### src/rtl/shared_mem_arbiter_pkg.sv
// Shared definitions for the two-core shared-memory arbiter.
package shared_mem_arbiter_pkg;

  localparam int unsigned TAM_DEF    = 16;
  localparam int unsigned LMEM_DEF   = 8;
  localparam int unsigned NCORES_DEF = 2;

  // One transaction walks IDLE -> MEM -> RESP -> IDLE.
  typedef enum logic [1:0] {
    IDLE = 2'd0,
    MEM  = 2'd1,
    RESP = 2'd2
  } state_e;

endpackage

### src/rtl/shared_mem_arbiter_rr_arb2.sv
// Two-input round-robin grant; owns the last-grant pointer.
module rr_arb2 (
  input  logic       clk,
  input  logic       rst,
  input  logic [1:0] req,
  input  logic       advance,
  output logic       gnt_valid,
  output logic       gnt_idx
);

  logic last_q;

  // Grant the core not served last on a tie; a lone requester always wins.
  always_comb begin
    gnt_valid = |req;
    if (req == 2'b11) begin
      gnt_idx = ~last_q;
    end else begin
      gnt_idx = req[1];
    end
  end

  // Pointer resets to 1 so core 0 wins the first tie.
  always_ff @(posedge clk or posedge rst) begin
    if (rst) begin
      last_q <= 1'b1;
    end else if (advance && gnt_valid) begin
      last_q <= gnt_idx;
    end
  end

endmodule

### src/rtl/shared_mem_arbiter.sv
// Arbitrates two cores onto one shared memory port; three-cycle transactions.
module shared_mem_arbiter
  import shared_mem_arbiter_pkg::*;
#(
  parameter int unsigned TAM    = TAM_DEF,
  parameter int unsigned Lmem   = LMEM_DEF,
  parameter int unsigned Ncores = NCORES_DEF  // only 2 is supported
) (
  input  logic              clk,
  input  logic              rst,
  input  logic [Ncores-1:0] dataLoad,
  input  logic [Ncores-1:0] dataWrite,
  input  logic [TAM-1:0]    dataADDR0,
  input  logic [TAM-1:0]    dataADDR1,
  input  logic [TAM-1:0]    dataIN0,
  input  logic [TAM-1:0]    dataIN1,
  output logic [TAM-1:0]    dataOUT0,
  output logic [TAM-1:0]    dataOUT1,
  output logic [Ncores-1:0] ack,
  output logic [Ncores-1:0] stall,
  output logic              mem_en,
  output logic              mem_we,
  output logic [Lmem-1:0]   mem_addr,
  output logic [TAM-1:0]    mem_wdata,
  input  logic [TAM-1:0]    mem_rdata
);

  state_e state_q, state_d;

  logic [Ncores-1:0] sreq;
  logic [Ncores-1:0] elig;
  logic              gnt_valid;
  logic              gnt_idx;
  logic              grant_go;

  logic              gnt_q, gnt_d;
  logic              store_q, store_d;
  logic              mem_en_d, mem_we_d;
  logic [Lmem-1:0]   mem_addr_d;
  logic [TAM-1:0]    mem_wdata_d;
  logic [Ncores-1:0] ack_d;
  logic [TAM-1:0]    dout0_d, dout1_d;
  logic [TAM-1:0]    sel_addr, sel_data;

  logic [Ncores-1:0] in_service;
  logic              conflict;
  logic [15:0]       conflict_cnt;

  // Address bits above the region-select bit play no part in arbitration.
  logic unused_addr_hi;
  assign unused_addr_hi = ^{dataADDR0[TAM-1:Lmem+1], dataADDR1[TAM-1:Lmem+1]};

  assign sreq[0] = (dataLoad[0] | dataWrite[0]) & dataADDR0[Lmem];
  assign sreq[1] = (dataLoad[1] | dataWrite[1]) & dataADDR1[Lmem];

  // A core being acked this cycle must not be re-granted on its held request.
  assign stall    = sreq & ~ack;
  assign elig     = stall;
  assign grant_go = (state_q == IDLE) && gnt_valid;

  assign sel_addr = gnt_idx ? dataADDR1 : dataADDR0;
  assign sel_data = gnt_idx ? dataIN1 : dataIN0;

  rr_arb2 u_arb (
    .clk       (clk),
    .rst       (rst),
    .req       (elig),
    .advance   (grant_go),
    .gnt_valid (gnt_valid),
    .gnt_idx   (gnt_idx)
  );

  // FSM state register.
  always_ff @(posedge clk or posedge rst) begin
    if (rst) begin
      state_q <= IDLE;
    end else begin
      state_q <= state_d;
    end
  end

  // FSM next-state logic.
  always_comb begin
    state_d = state_q;
    unique case (state_q)
      IDLE:    if (gnt_valid) state_d = MEM;
      MEM:     state_d = RESP;
      RESP:    state_d = IDLE;
      default: state_d = IDLE;
    endcase
  end

  // FSM output logic: next values of the registered memory strobes and responses.
  always_comb begin
    gnt_d       = gnt_q;
    store_d     = store_q;
    mem_en_d    = 1'b0;
    mem_we_d    = 1'b0;
    mem_addr_d  = mem_addr;
    mem_wdata_d = mem_wdata;
    ack_d       = '0;
    dout0_d     = dataOUT0;
    dout1_d     = dataOUT1;
    unique case (state_q)
      IDLE: begin
        if (gnt_valid) begin
          // Capture the granted core's request; later input changes are ignored.
          gnt_d       = gnt_idx;
          store_d     = dataWrite[gnt_idx];
          mem_en_d    = 1'b1;
          mem_we_d    = dataWrite[gnt_idx];
          mem_addr_d  = sel_addr[Lmem-1:0];
          mem_wdata_d = sel_data;
        end
      end
      MEM: ;
      RESP: begin
        ack_d[gnt_q] = 1'b1;
        if (!store_q) begin
          if (gnt_q) begin
            dout1_d = mem_rdata;
          end else begin
            dout0_d = mem_rdata;
          end
        end
      end
      default: ;
    endcase
  end

  // Datapath registers.
  always_ff @(posedge clk or posedge rst) begin
    if (rst) begin
      gnt_q     <= 1'b0;
      store_q   <= 1'b0;
      mem_en    <= 1'b0;
      mem_we    <= 1'b0;
      mem_addr  <= '0;
      mem_wdata <= '0;
      ack       <= '0;
      dataOUT0  <= '0;
      dataOUT1  <= '0;
    end else begin
      gnt_q     <= gnt_d;
      store_q   <= store_d;
      mem_en    <= mem_en_d;
      mem_we    <= mem_we_d;
      mem_addr  <= mem_addr_d;
      mem_wdata <= mem_wdata_d;
      ack       <= ack_d;
      dataOUT0  <= dout0_d;
      dataOUT1  <= dout1_d;
    end
  end

  // A core is in service from MEM through its ack cycle.
  assign in_service[0] = ((state_q != IDLE) && !gnt_q) || ack[0];
  assign in_service[1] = ((state_q != IDLE) &&  gnt_q) || ack[1];
  assign conflict      = (stall[0] & in_service[1]) | (stall[1] & in_service[0]);

  // Saturating count of cycles where one core waits on the other.
  always_ff @(posedge clk or posedge rst) begin
    if (rst) begin
      conflict_cnt <= '0;
    end else if (conflict && (conflict_cnt != 16'hFFFF)) begin
      conflict_cnt <= conflict_cnt + 16'd1;
    end
  end

endmodule
### config.mk
export PLATFORM = sky130hd
export DESIGN_NAME = shared_mem_arbiter
export DESIGN_NICKNAME = d
export VERILOG_FILES = /design/src/rtl/shared_mem_arbiter_pkg.sv /design/src/rtl/shared_mem_arbiter_rr_arb2.sv /design/src/rtl/shared_mem_arbiter.sv
export SDC_FILE = /design/constraint.sdc
export NUM_CORES = 1
export LEC_CHECK = 0
export CAP_MARGIN = 10
export CORE_MARGIN = 4
export CORE_UTILIZATION = 42
export DETAILED_ROUTE_END_ITERATION = 8
export PLACE_DENSITY = 0.82
export RECOVER_POWER = 25
export SLEW_MARGIN = 40
export SYNTH_ARGS = -nofsm -noshare
export SYNTH_HDL_FRONTEND = slang
export SYNTH_SLANG_ARGS = --single-unit
### constraint.sdc
create_clock -name clk -period 4.7 [get_ports clk]
set_input_delay 1.41 -clock clk [delete_from_list [all_inputs] [get_ports clk]]
set_output_delay 1.41 -clock clk [all_outputs]
set_load 0.005 [all_outputs]
==> flow_metrics.py <==
metrics = {
    "critical_path": {
        "crit_path_start_kind": "input port",
        "r2r_end": "mem_wdata[13]$_DFFE_PP0P_",
        "endpoint": "stall[0]",
        "arrival_ps": 2760,
        "endpoint_kind": "primary output",
        "required_ps": 3290,
        "slowest_stage": "clkdlybuf4s50_1",
        "crit_family": "buffers and inverters",
        "reg2reg_depth": 5,
        "crit_type": "input port to primary output",
        "path_common_cell": "clkdlybuf4s50_1",
        "cpPeakStageDelay_ps": 550,
        "rr_startpoint": "u_arb.last_q$_DFFE_PP1P_",
        "cp_max_fo": 4,
        "cp_num_buf_inv": 2,
        "path_cells": "clkdlybuf4s50_1 > nand2b_4 > nor2_1 > clkdlybuf4s50_1",
        "critical_path_depth": 4,
        "startpoint": "dataADDR0[8]",
        "reg2reg_slack_ps": 2360,
    },
    "logic_synthesis": {
        "ys_async_sr_fraction_pct": 100,
        "yosysSeqAreaShare_pct": 57.6,
        "synth.area.top_cells": "dfrtp_1, mux2_2, mux2_4",
        "yosys.cell_count.top_type": "mux2_2",
        "synth-edff-count": 0,
        "syn_area_um2": 2820,
        "synth_fp_nets": 268,
        "synth.avg_cell_area_um2": 15.5,
        "yosys.area.top_type_share_pct": 56.7,
        "yosys.area.top_type": "dfrtp_1",
        "postSynthCellCount": 182,
        "synth_seq_cells": 65,
        "ys.flop_type": "dfrtp_1",
        "synth_commonest_cells": "mux2_2, dfrtp_1, inv_1, mux2_4, buf_4",
        "synthDistinctLibCells": 23,
        "yosys_warnings": 0,
    },
    "clocking": {
        "post-cts-setup-buffers": 0,
        "htree_levels": 3,
        "clock_sinks": 65,
        "root_buffer": "clkbuf_8",
        "ctsHoldBuffers": 0,
        "cts.path.max_buffers": 2,
        "clk_pin_slew_ps": 70,
        "clk_latency_ps": 330,
        "numCtsBuffers": 9,
        "cts_tree": "yes",
        "cts_resized": 0,
    },
    "cells_and_area": {
        "drive_gt1_share_pct": 31.1,
        "diodes": 0,
        "synthToLayoutAreaGrowth_pct": 55.8,
        "design_area_um2": 4400,
        "layout.nets": 406,
        "fin_cells": 402,
    },
    "place": {
        "port-buffer-count": 133,
        "dpl.cell_count": 386,
        "gp_congestion": 0.760,
        "dp_hpwl_um": 5140,
        "placed_cell_area_um2": 4210,
    },
    "min_path": {
        "hp-class": "flip-flop to flip-flop",
    },
    "sta": {
        "tns_ps": 0,
        "fin_skew_ps": 7.20,
        "slew_violations": 0,
        "rsz0062_at_grt": "no",
        "worst_slew_pin_slew_ps": 1150,
        "slew_headroom_pct": 23.0,
        "fmax_mhz": 240,
        "finalCriticalPeriod_ps": 4170,
        "fin_crit_sh_pct": 88.8,
        "finalSetupViolCount": 0,
        "final_hold_viol_count": 0,
    },
    "route": {
        "ant_nets": 0,
        "wl_per_cell_um": 17.0,
        "vias_per_cell": 4.89,
        "drc": 0,
        "vias": 1967,
        "drt_iter0_drc": 67,
        "drt_pass1_iterations": 4,
        "wl_um": 6840,
    },
    "global_route": {
        "track_usage_pct": 17.5,
        "grt_max_degree": 42,
        "grt_pass1_wl_um": 11200,
        "grt-ovfl-total": 0,
        "grt_pass1_vias": 2097,
        "antenna_found_initial": 0,
    },
    "die": {
        "row_count": 29,
        "initial_core_util_pct": 44.0,
        "floorplan.die.width_um": 90,
        "dieArea_um2": 8100,
        "core_area_um2": 6420,
        "die_h_um": 90,
        "ioPinCount": 148,
    },
    "pwr": {
        "power_density_nw_per_um2": 591,
        "finalPower_mw": 2.60,
        "ir_drop_mv": 0.367,
        "leakagePower_nw": 1.84,
    },
    "flow_run": {
        "cap_violations": 0,
    },
    "outcome": {
        "outcome": "completed",
    },
}
[where the power goes]
group | internal, mW | switching, mW
sequential | 0.838 | 0.133
clock | 0.248 | 0.198
combinational | 0.815 | 0.367
[layout make-up]
cell class | instances | area (um^2)
fillers | 479 | 2020
clock inverters | 2 | 10.0
repair buffers | 136 | 1350
clock buffers | 14 | 183
flip-flops and latches | 65 | 1630
well taps | 77 | 96.3
inverters | 5 | 18.8
multi-input cells | 103 | 1110
[cells by family after synthesis]
group,Yosys count,synth area share [%]
simple gates,14,3.37
buf+inv,14,3.06
compound gates,6,2.30
flops,65,57.6
mux,83,33.6
[through the flow]
stage               utilization, %  hold WS, ps  worst slack, ps
finish                        68.5          447              528
global placement              65.5          423              547
detailed placement            65.5          435              532
CTS                           68.5          451              531
floorplan                        -          415             1470
global route                  68.5          479              479
[worst register-to-register path, delay by kind of cell, from the launching register on]
kind	cells	cell delay, ps
flops	1	530
mux	2	640
buf+inv	2	440
compound gates	1	610
[layout by cell type (no fill, tap or decap), types with 2 or more instances in the layout]
cell / n
clkdlybuf4s50_1: 132
and2_0: 2
clkbuf_8: 13
nor3b_1: 2
o21a_1: 2
mux2_4: 5
inv_1: 5
nor2_1: 3
nor2b_1: 2
mux2i_1: 3
mux2_2: 72
buf_4: 3
mux2_1: 3
dfrtp_1: 64
clkinv_2: 2
o211ai_1: 2
[registers in the layout (all words and copies together), names as in the netlist]
register / flops
ack: 2
dataOUT0: 16
dataOUT1: 16
gnt_q: 1
mem_addr: 8
mem_en: 1
mem_wdata: 16
mem_we: 1
state_q: 2
store_q: 1
u_arb.last_q: 1
[worst min-delay path by stage]
stage / from / to / slack (ps) / depth (start not counted)
2_1_floorplan: gnt_q$_DFFE_PP0P_ / ack[0]$_DFF_PP0_ / 410 / 1
5_1_grt: gnt_q$_DFFE_PP0P_ / ack[0]$_DFF_PP0_ / 480 / 1
4_1_cts: gnt_q$_DFFE_PP0P_ / ack[0]$_DFF_PP0_ / 450 / 1
6_report: gnt_q$_DFFE_PP0P_ / ack[0]$_DFF_PP0_ / 450 / 1
3_5_place_dp: gnt_q$_DFFE_PP0P_ / ack[0]$_DFF_PP0_ / 440 / 1
3_3_place_gp: gnt_q$_DFFE_PP0P_ / ack[0]$_DFF_PP0_ / 420 / 1
[per-layer routing]
layer	wire length, um	vias up	global-route usage, %
met1	2970	947	22.3
met3	553	10	6.01
met4	90	0	7.27
li1	-	924	-
met2	3220	86	27.2
met5	0	-	0
Note: power is estimated with default switching activity, not from simulation.
